**config.mk**
```make
export PLATFORM = sky130hd
export DESIGN_NAME = arp_responder_host_learn
export DESIGN_NICKNAME = d
export VERILOG_FILES = /design/src/rtl/arp_responder_host_learn.sv
export SDC_FILE = /design/constraint.sdc
export NUM_CORES = 1
export LEC_CHECK = 0
export ABC_AREA = 1
export CAP_MARGIN = 20
export CELL_PAD_IN_SITES_DETAIL_PLACEMENT = 0
export CELL_PAD_IN_SITES_GLOBAL_PLACEMENT = 1
export CORE_UTILIZATION = 48
export DETAILED_ROUTE_END_ITERATION = 7
export DONT_BUFFER_PORTS = 1
export GPL_TIMING_DRIVEN = 0
export PLACE_DENSITY_LB_ADDON = 0.1
export SYNTH_ARGS = -nofsm -noshare
export SYNTH_HDL_FRONTEND = slang
export SYNTH_SLANG_ARGS = --single-unit
export TNS_END_PERCENT = 50
```
**constraint.sdc**
```tcl
create_clock -name clk -period 3.1 [get_ports clk]
set_input_delay 0.62 -clock clk [delete_from_list [all_inputs] [get_ports clk]]
set_output_delay 0.62 -clock clk [all_outputs]
set_load 0.01 [all_outputs]
```
**src/rtl/arp_responder_host_learn.sv**
```systemverilog
// ARP responder: answers ARP requests for LOCAL_IP on the MAC Tx stream and
// learns the host PC MAC from requests whose sender IP is HOST_IP.
//
// state      | meaning
// RX_HDR     | comparing header bytes on the fly, capturing SHA/SPA
// RX_DISCARD | mismatch seen, dropping bytes until tlast
// TX_IDLE    | no reply in flight
// TX_SEND    | streaming the 60-byte reply
module arp_responder_host_learn #(
    parameter logic [47:0] LOCAL_MAC = 48'h060708090a0b,
    parameter logic [31:0] LOCAL_IP  = {8'd10, 8'd2, 8'd2, 8'd2},
    parameter logic [31:0] HOST_IP   = {8'd10, 8'd2, 8'd2, 8'd1}
) (
    input  logic        clk,
    input  logic        rst_n,
    input  logic [7:0]  rx_tdata,
    input  logic        rx_tvalid,
    input  logic        rx_tlast,
    input  logic        rx_tuser,
    output logic        rx_tready,
    output logic [7:0]  tx_tdata,
    output logic        tx_tvalid,
    output logic        tx_tlast,
    input  logic        tx_tready,
    output logic [47:0] host_mac,
    output logic        host_mac_valid,
    output logic [15:0] reply_drop_cnt
);
    typedef enum logic {RX_HDR, RX_DISCARD} rx_state_t;
    typedef enum logic {TX_IDLE, TX_SEND} tx_state_t;

    localparam logic [5:0] LAST_TX_IDX     = 6'd59;
    localparam logic [5:0] MIN_LAST_RX_IDX = 6'd41;

    function automatic logic [7:0] mac_byte(input logic [47:0] m, input logic [5:0] i);
        case (i)
            6'd0:    mac_byte = m[47:40];
            6'd1:    mac_byte = m[39:32];
            6'd2:    mac_byte = m[31:24];
            6'd3:    mac_byte = m[23:16];
            6'd4:    mac_byte = m[15:8];
            6'd5:    mac_byte = m[7:0];
            default: mac_byte = 8'h00;
        endcase
    endfunction

    function automatic logic [7:0] ip_byte(input logic [31:0] a, input logic [5:0] i);
        case (i)
            6'd0:    ip_byte = a[31:24];
            6'd1:    ip_byte = a[23:16];
            6'd2:    ip_byte = a[15:8];
            6'd3:    ip_byte = a[7:0];
            default: ip_byte = 8'h00;
        endcase
    endfunction

    // Ethertype + fixed ARP header, bytes 12..21; only the opcode differs.
    function automatic logic [7:0] arp_fixed_byte(input logic [5:0] i, input logic is_reply);
        case (i)
            6'd12:   arp_fixed_byte = 8'h08;
            6'd13:   arp_fixed_byte = 8'h06;
            6'd14:   arp_fixed_byte = 8'h00;
            6'd15:   arp_fixed_byte = 8'h01;
            6'd16:   arp_fixed_byte = 8'h08;
            6'd17:   arp_fixed_byte = 8'h00;
            6'd18:   arp_fixed_byte = 8'h06;
            6'd19:   arp_fixed_byte = 8'h04;
            6'd20:   arp_fixed_byte = 8'h00;
            6'd21:   arp_fixed_byte = is_reply ? 8'h02 : 8'h01;
            default: arp_fixed_byte = 8'h00;
        endcase
    endfunction

    function automatic logic [7:0] reply_byte(input logic [5:0] i, input logic [47:0] sha,
                                              input logic [31:0] spa);
        logic [7:0] b;
        b = 8'h00;
        if (i < 6'd6)       b = mac_byte(sha, i);
        else if (i < 6'd12) b = mac_byte(LOCAL_MAC, i - 6'd6);
        else if (i < 6'd22) b = arp_fixed_byte(i, 1'b1);
        else if (i < 6'd28) b = mac_byte(LOCAL_MAC, i - 6'd22);
        else if (i < 6'd32) b = ip_byte(LOCAL_IP, i - 6'd28);
        else if (i < 6'd38) b = mac_byte(sha, i - 6'd32);
        else if (i < 6'd42) b = ip_byte(spa, i - 6'd38);
        return b;
    endfunction

    rx_state_t   rx_state, rx_next;
    tx_state_t   tx_state, tx_next;
    logic [5:0]  rx_idx;
    logic [5:0]  tx_idx;
    logic [5:0]  tx_idx_inc;
    logic        bc_ok, uc_ok, bc_nxt, uc_nxt;
    logic        mism;
    logic        frame_ok;
    logic [47:0] sha_shadow, rep_sha;
    logic [31:0] spa_shadow, rep_spa;
    logic        tx_hs, tx_done, tx_free, tx_start;

    assign rx_tready = 1'b1;

    always_comb begin
        bc_nxt = bc_ok;
        uc_nxt = uc_ok;
        mism   = 1'b0;
        if (rx_idx < 6'd6) begin
            bc_nxt = bc_ok & (rx_tdata == 8'hff);
            uc_nxt = uc_ok & (rx_tdata == mac_byte(LOCAL_MAC, rx_idx));
            mism   = !(bc_nxt | uc_nxt);
        end else if (rx_idx >= 6'd12 && rx_idx <= 6'd21) begin
            mism = (rx_tdata != arp_fixed_byte(rx_idx, 1'b0));
        end else if (rx_idx >= 6'd38 && rx_idx <= MIN_LAST_RX_IDX) begin
            mism = (rx_tdata != ip_byte(LOCAL_IP, rx_idx - 6'd38));
        end
    end

    assign frame_ok = rx_tvalid & rx_tlast & (rx_state == RX_HDR) & !mism
                      & (rx_idx >= MIN_LAST_RX_IDX) & !rx_tuser;

    always_ff @(posedge clk or negedge rst_n) begin
        if (!rst_n) rx_state <= RX_HDR;
        else        rx_state <= rx_next;
    end

    always_comb begin
        rx_next = rx_state;
        if (rx_tvalid) begin
            if (rx_tlast)                         rx_next = RX_HDR;
            else if (rx_state == RX_HDR && mism)  rx_next = RX_DISCARD;
        end
    end

    always_ff @(posedge clk or negedge rst_n) begin
        if (!rst_n) begin
            rx_idx     <= 6'd0;
            bc_ok      <= 1'b1;
            uc_ok      <= 1'b1;
            sha_shadow <= 48'h0;
            spa_shadow <= 32'h0;
        end else if (rx_tvalid) begin
            if (rx_tlast) begin
                rx_idx <= 6'd0;
                bc_ok  <= 1'b1;
                uc_ok  <= 1'b1;
            end else begin
                if (rx_idx != 6'd63) rx_idx <= rx_idx + 6'd1;
                bc_ok <= bc_nxt;
                uc_ok <= uc_nxt;
            end
            if (rx_state == RX_HDR) begin
                if (rx_idx >= 6'd22 && rx_idx <= 6'd27) sha_shadow <= {sha_shadow[39:0], rx_tdata};
                if (rx_idx >= 6'd28 && rx_idx <= 6'd31) spa_shadow <= {spa_shadow[23:0], rx_tdata};
            end
        end
    end

    // A request landing on the final reply handshake is taken rather than dropped.
    assign tx_hs      = tx_tvalid & tx_tready;
    assign tx_done    = tx_hs & (tx_idx == LAST_TX_IDX);
    assign tx_free    = (tx_state == TX_IDLE) | tx_done;
    assign tx_start   = frame_ok & tx_free;
    assign tx_idx_inc = tx_idx + 6'd1;

    always_ff @(posedge clk or negedge rst_n) begin
        if (!rst_n) tx_state <= TX_IDLE;
        else        tx_state <= tx_next;
    end

    always_comb begin
        tx_next = tx_state;
        case (tx_state)
            TX_IDLE: if (tx_start) tx_next = TX_SEND;
            TX_SEND: if (tx_done)  tx_next = tx_start ? TX_SEND : TX_IDLE;
            default: tx_next = TX_IDLE;
        endcase
    end

    always_ff @(posedge clk or negedge rst_n) begin
        if (!rst_n) begin
            tx_idx    <= 6'd0;
            tx_tdata  <= 8'h00;
            tx_tvalid <= 1'b0;
            tx_tlast  <= 1'b0;
            rep_sha   <= 48'h0;
            rep_spa   <= 32'h0;
        end else if (tx_start) begin
            rep_sha   <= sha_shadow;
            rep_spa   <= spa_shadow;
            tx_idx    <= 6'd0;
            tx_tdata  <= reply_byte(6'd0, sha_shadow, spa_shadow);
            tx_tvalid <= 1'b1;
            tx_tlast  <= 1'b0;
        end else if (tx_done) begin
            tx_idx    <= 6'd0;
            tx_tvalid <= 1'b0;
            tx_tlast  <= 1'b0;
        end else if (tx_hs) begin
            tx_idx    <= tx_idx_inc;
            tx_tdata  <= reply_byte(tx_idx_inc, rep_sha, rep_spa);
            tx_tlast  <= (tx_idx_inc == LAST_TX_IDX);
        end
    end

    always_ff @(posedge clk or negedge rst_n) begin
        if (!rst_n) begin
            host_mac       <= 48'h0;
            host_mac_valid <= 1'b0;
            reply_drop_cnt <= 16'h0;
        end else if (frame_ok) begin
            if (spa_shadow == HOST_IP) begin
                host_mac       <= sha_shadow;
                host_mac_valid <= 1'b1;
            end
            if (!tx_free && reply_drop_cnt != 16'hffff)
                reply_drop_cnt <= reply_drop_cnt + 16'd1;
        end
    end

endmodule

```
==> results.json, run 1 <==
{
  "status": "finished with violations",
  "violations": "hold timing",
  "coreArea_um2": 24400,
  "yosysTopAreaCell": "dfrtp_1",
  "fin_cells": 1834,
  "hpwl_mm": 24.7,
  "power.switching_mw": 1.51,
  "rsz0062_at_grt": "yes",
  "postRouteAntennaNets": 0,
  "path_clk_slew_ns": 0.06,
  "layout-drive-gt1-share_pct": 8.94,
  "clkLatencyLatePin_ns": 0.56,
  "crit_required_ns": 3.54,
  "via_per_inst": 5.38,
  "relSlewSlack_pct": 54.6,
  "synth_seq_cells": 251,
  "ios": 90,
  "nNetsFinal": 1522,
  "grt_usage_pct": 26.9,
  "fin_worst_hold_slack_ns": -0.239,
  "final_common_cell": "nand2_1",
  "clock_skew_ns": 0.0112,
  "die_w_um": 160,
  "async_reset_ff_share_pct": 100,
  "regToRegStartpoint": "rx_idx[1]",
  "portBuffers": 0,
  "start_util_pct": 49.2,
  "post-route-min-period_ns": 2.87,
  "netlist_top_cells_area": "dfrtp_1, nand2_1, o21ai_0",
  "first_pass_iters": 5,
  "wirelength_mm": 33.4,
  "p_leak_nw": 6.37,
  "cp.arrival_ns": 3.30,
  "fmax_ghz": 0.349,
  "crit_path_start": "rx_idx[1]",
  "drcViolationCount": 0,
  "numCtsBuffers": 28,
  "htreeDepth": 1,
  "finalMaxSlewViolations": 0,
  "period_share_pct": 92.4,
  "overflow": 0,
  "fillers": 2390,
  "worst_r2r_path_depth": 15,
  "dieArea_um2": 25600,
  "setup_viol_count_final": 0,
  "cts_tree": "yes",
  "cp-start-kind": "flop",
  "vdd_drop_max_v": 0.000471,
  "ff2ff_setup_slack_ns": 0.23,
  "power_frac_seq_pct": 48.7,
  "power-per-cell-area_nw_per_um2": 508,
  "place_ws_ns": 0.0120,
  "r2r-end": "host_mac[45]",
  "cts.sinks": 251,
  "cts_root_buf": "clkbuf_16",
  "placementRows": 57,
  "n_antenna_cell": 0,
  "crit_fanout": 10,
  "maxCapViolCount": 0,
  "combPwrFrac_pct": 3.0,
  "yosysSeqAreaShare_pct": 52.4,
  "setup_ws_ns": 0.234,
  "grt_max_degree": 252,
  "chipHeight_um": 160,
  "cp-endpoint": "host_mac[45]",
  "drtIter0Drc": 694,
  "endpoint_kind": "flop",
  "num_vias": 9859,
  "final_cell_mix": "nand2_1, dfrtp_1, o21ai_0",
  "synth_top_area_share_pct": 52.0,
  "grt_pass1_vias": 9739,
  "yosysUniqueCellTypes": 46,
  "antenna_found_initial": 0,
  "path_class": "flop to flop",
  "p_sw_share_pct": 22.1,
  "clk_path_buf_depth": 3,
  "p_int_mw": 5.31,
  "clock_power_share_pct": 48.3,
  "ys.flop_type": "dfrtp_1",
  "gp_congestion": 0.932,
  "drt-wirelength-per-cell_um": 18.2,
  "grt_pass1_wl_mm": 54.2,
  "synth_area_um2": 12000,
  "syn_nets": 1490,
  "area_delta_synth_final_pct": 11.9,
  "placed_cells": 1783,
  "synth-edff-count": 0,
  "syn-instance-count": 1459,
  "hold_viol": 249,
  "yosysWarnings": 0,
  "worst_pin_slew_ns": 0.681,
  "synth.avg_cell_area_um2": 8.22,
  "worstHoldPathType": "input pin to async pin"
}
[worst max-delay path: stages, from the launching register on]
cell and delay (ns):
dfrtp_2 0.45, inv_2 0.12, ha_2 0.24, inv_1 0.08
o21ai_2 0.15, nand3_1 0.10, xor2_1 0.15, a21oi_1 0.12
nand3_1 0.08, nand2_1 0.15, nand3_2 0.15, nor2_4 0.15
nand2_2 0.13, buf_6 0.20, buf_6 0.16, mux2_4 0.30
[synth_stat cells (3+ instances only)]
| cell | n |
|---|---|
| a21oi_1 | 28 |
| o21ai_1 | 45 |
| nand4_1 | 34 |
| buf_2 | 17 |
| mux2_4 | 3 |
| o211ai_1 | 4 |
| a31oi_1 | 4 |
| o21ai_0 | 197 |
| ha_1 | 17 |
| o21bai_1 | 3 |
| nor3_1 | 12 |
| xor2_1 | 16 |
| nand2_1 | 392 |
| dfrtp_1 | 249 |
| nand3_1 | 48 |
| inv_1 | 187 |
| o22ai_1 | 25 |
| a21boi_0 | 3 |
| a211oi_1 | 3 |
| xnor2_1 | 7 |
| nor2_1 | 73 |
| clkbuf_1 | 23 |
| inv_2 | 9 |
| o2111ai_1 | 3 |
| buf_4 | 12 |
| nor2_2 | 7 |
| nor4_1 | 12 |
[through the flow]
step / TNS [ns] / hold WS [ns] / area [µm²] / power [mW] / util [%]
floorplan: 0 / 0.324 / 12000 / 3.52 / -
global placement: 0 / 0.331 / 12400 / 3.57 / 50.8
detailed placement: 0 / 0.331 / 12400 / 3.57 / 50.8
CTS: 0 / -0.255 / 13300 / 6.87 / 54.6
global route: -0.0169 / -0.261 / 13400 / 7.05 / 55.0
finish: 0 / -0.239 / 13400 / 6.82 / 55.0
[logic make-up (layout without fill, tap and decap cells)]
logic type,after synthesis,in the layout,synth area share (%)
and+or+nand+nor,589,589,20.7
AOI/OAI and AO/OA,322,322,14.3
DFF,251,251,52.4
buffers and inverters,251,302,8.53
xor gates and xnor gates,23,23,1.68
adders and majority gates,17,17,1.77
muxes,5,5,0.563
other,1,1,0.0313
[power by group through the flow]
stage | Clock, mW | Combinational [mW] | Sequential [mW]
finish | 3.29 | 0.204 | 3.32
global route | 3.48 | 0.242 | 3.32
CTS | 3.36 | 0.196 | 3.32
detailed placement | 0 | 0.195 | 3.38
global placement | 0 | 0.195 | 3.38
floorplan | 0 | 0.151 | 3.37
[metal layers]
| layer | GRT usage [%] | vias to the layer above | part of all wire (%) |
|---|---|---|---|
| met2 | 42.7 | 265 | 46 |
| met4 | 5.63 | 0 | 1.9 |
| li1 | - | 4813 | - |
| met3 | 4.70 | 45 | 5.5 |
| met1 | 38.5 | 4736 | 47 |
| met5 | 0 | - | 0 |
[registers in the layout, indices dropped and copies added (netlist names)]
signal	cells
bc_ok	1
host_mac	48
host_mac_valid	1
rep_sha	48
rep_spa	32
reply_drop_cnt	16
rx_idx	6
rx_state	1
sha_shadow	48
spa_shadow	32
tx_idx	6
tx_state	1
tx_tdata	8
tx_tlast	1
tx_tvalid	1
uc_ok	1
[final cells by class]
class | count | area, µm² | area share [%]
buffer | 54 | 290 | 2.16
multi-input combinational | 957 | 4770 | 35.5
clock inverter | 9 | 113 | 0.839
inverter | 197 | 739 | 5.51
timing repair buffer | 2 | 15.0 | 0.112
tap | 324 | 405 | 3.02
clock buffer | 40 | 796 | 5.93
sequential | 251 | 6290 | 46.9
[repair_timing]
action                     4_1_cts  5_1_grt
buffers inserted                 0        2
pin swaps                        0        2
setup endpoints to repair        2      153
gates resized for setup          1       45
hold endpoints to repair       251      249
[worst min-delay path by stage]
stage | start | end | slack [ns] | cells after the start
final | rst_n | tx_idx[2] | -0.24 | 0
after detailed placement | rst_n | tx_idx[2] | 0.33 | 0
after global placement | rst_n | tx_idx[2] | 0.33 | 0
after floorplan | rst_n | host_mac[0] | 0.32 | 0
after global routing | rst_n | tx_idx[2] | -0.26 | 0
after CTS | rst_n | tx_idx[2] | -0.25 | 0
(Power assumes the default switching activity.)
==> inputs of run 2 (changes only) <==
- ABC_CLOCK_PERIOD_IN_PS: default -> 3100
- SLEW_MARGIN: default -> 15
==> results of run 2 <==
The final DEF is identical to that of run 1; final timing and power are the same.
==> inputs of run 3 (changes only) <==
- ABC_CLOCK_PERIOD_IN_PS: 3100 -> 3200
- RECOVER_POWER: default -> 50
- clock period: 3.1 -> 3.2 ns (I/O delays scaled with it)
==> results.json, run 3 (same netlist as run 1, synthesis figures left out) <==
{
  "cp_slowest_cell": "dfrtp_2",
  "final_common_cell": "nand2_1",
  "cpPeakStageDelay_ns": 0.44,
  "via_per_inst": 5.38,
  "finalMaxSlewViolations": 0,
  "cts_tree": "yes",
  "cts.sinks": 251,
  "met1_usage_pct": 38.5,
  "cp.arrival_ns": 3.41,
  "area_delta_synth_final_pct": 11.7,
  "nNetsFinal": 1522,
  "setup_ws_ns": 0.231,
  "clkLatencyLatePin_ns": 0.55,
  "placed_area_um2": 12400,
  "postLayoutCellArea_um2": 13400,
  "path_cells": "inv_1 -> ha_1 -> inv_1 -> o21ai_2 -> nand3_1 -> xor2_1 -> a21oi_1 -> nand3_1 -> nand2_1 -> nand3_2 -> nor2_4 -> nand2_2 -> buf_6 -> buf_6 -> mux2_4",
  "dieArea_um2": 25600,
  "worstHoldPathType": "input pin to async pin",
  "drcViolationCount": 0,
  "maxCapViolCount": 0,
  "crit_buf_inv": 4,
  "first_pass_iters": 5,
  "overflow": 0,
  "antenna_found_initial": 0,
  "final_cell_mix": "nand2_1, dfrtp_1, o21ai_0",
  "gr-usage-met3_pct": 4.70,
  "placementRows": 57,
  "hpwl_mm": 24.7,
  "n_antenna_cell": 0,
  "chipHeight_um": 160,
  "clock_skew_ns": 0.0105,
  "grt_pass1_wl_mm": 54.2,
  "portBuffers": 0,
  "violations": "hold timing",
  "die_w_um": 160,
  "grt_max_degree": 252,
  "final_core_util_pct": 54.9,
  "status": "finished with violations",
  "ios": 90,
  "endpoint_kind": "flop",
  "fillers": 2398,
  "start_util_pct": 49.2,
  "fmax_ghz": 0.337,
  "grt_usage_pct": 26.9,
  "crit_required_ns": 3.64,
  "hold_viol": 249,
  "drt-wirelength-per-cell_um": 18.2,
  "power.total_mw": 6.59,
  "clk_path_buf_depth": 3,
  "postRouteAntennaNets": 0,
  "setup_viol_count_final": 0,
  "coreArea_um2": 24400,
  "power-per-cell-area_nw_per_um2": 492,
  "reg_top3": "host_mac: 48 flops, rep_sha: 48 flops, sha_shadow: 48 flops",
  "use_met2_pct": 42.7,
  "top_usage_layer": "met2",
  "num_vias": 9862,
  "drtIter0Drc": 719,
  "htreeDepth": 1,
  "vdd_drop_max_v": 0.000455,
  "place_ws_ns": 0.112,
  "fin_worst_hold_slack_ns": -0.215,
  "grt_pass1_vias": 9739,
  "path_clk_slew_ns": 0.06,
  "wirelength_mm": 33.4,
  "numCtsBuffers": 28,
  "p_leak_nw": 6.37,
  "crit_fanout": 10,
  "period_share_pct": 92.8,
  "cts_root_buf": "clkbuf_16",
  "relSlewSlack_pct": 46.0,
  "gp_congestion": 0.932,
  "path_class": "flop to flop",
  "placed_cells": 1783,
  "layout-drive-gt1-share_pct": 8.41,
  "post-route-min-period_ns": 2.97,
  "path_delay_family": "simple AND/OR/NAND/NOR gates",
  "fin_cells": 1834,
  "multi_input_area_um2": 4740,
  "cp-start-kind": "flop",
  "worst_pin_slew_ns": 0.810,
  "regArea_um2": 6290
}
==> run 3: path summary, 6_finish.rpt <==
check | startpoint | endpoint | slack [ns] | cells after the start
worst max register to register | rx_idx[1] | host_mac[45] | 0.23 | 15
worst min-delay path | rst_n | tx_idx[2] | -0.21 | 0
min in group clk | rx_tvalid | rx_state | 0.25 | 2
worst max-delay path | rx_idx[1] | host_mac[45] | 0.23 | 15
max in group asynchronous | rst_n | rx_idx[1] | 2.70 | 0
worst min register to register | rep_spa[29] | rep_spa[29] | 0.47 | 2
==> run 3: per-stage QoR <==
stage	setup TNS, ns	hold slack (ns)
after floorplan	0	0.344
after global placement	0	0.351
after detailed placement	0	0.351
after CTS	0	-0.235
after global routing	-0.00491	-0.241
final	0	-0.215
==> run 3: power by group <==
part	total [mW]	internal (mW)	switching [mW]
combinational	0.193	0.0661	0.127
sequential	3.21	3.19	0.0209
clock	3.19	1.88	1.30
==> run 3: final cells by class <==
type / instances / share of cell area [%]
inverter: 197 / 5.52
buffer: 54 / 2.19
clock buffer: 40 / 5.94
multi-input combinational: 957 / 35.4
sequential: 251 / 46.9
timing repair buffer: 2 / 0.112
tap: 324 / 3.03
clock inverter: 9 / 0.841
==> run 3: repair_timing <==
action	4_1_cts	5_1_grt
endpoints found under the hold margin	251	249
buffers inserted	0	2
resized for setup	0	33
endpoints found under the setup margin	0	137
==> run 3: layer usage <==
layer  part of all wire, %  vias to the layer above
li1                      -                     4810
met1                    47                     4741
met2                    46                      264
met3                   5.5                       47
met4                   1.8                        0
met5                     0                        -
==> run 3: worst register-to-register path, cell delays in order (launching register included) <==
cell     delay (ns)
dfrtp_2        0.44
inv_1          0.16
ha_1           0.29
inv_1          0.10
o21ai_2        0.15
nand3_1        0.10
xor2_1         0.15
a21oi_1        0.12
nand3_1        0.08
nand2_1        0.15
nand3_2        0.15
nor2_4         0.15
nand2_2        0.13
buf_6          0.20
buf_6          0.17
mux2_4         0.30
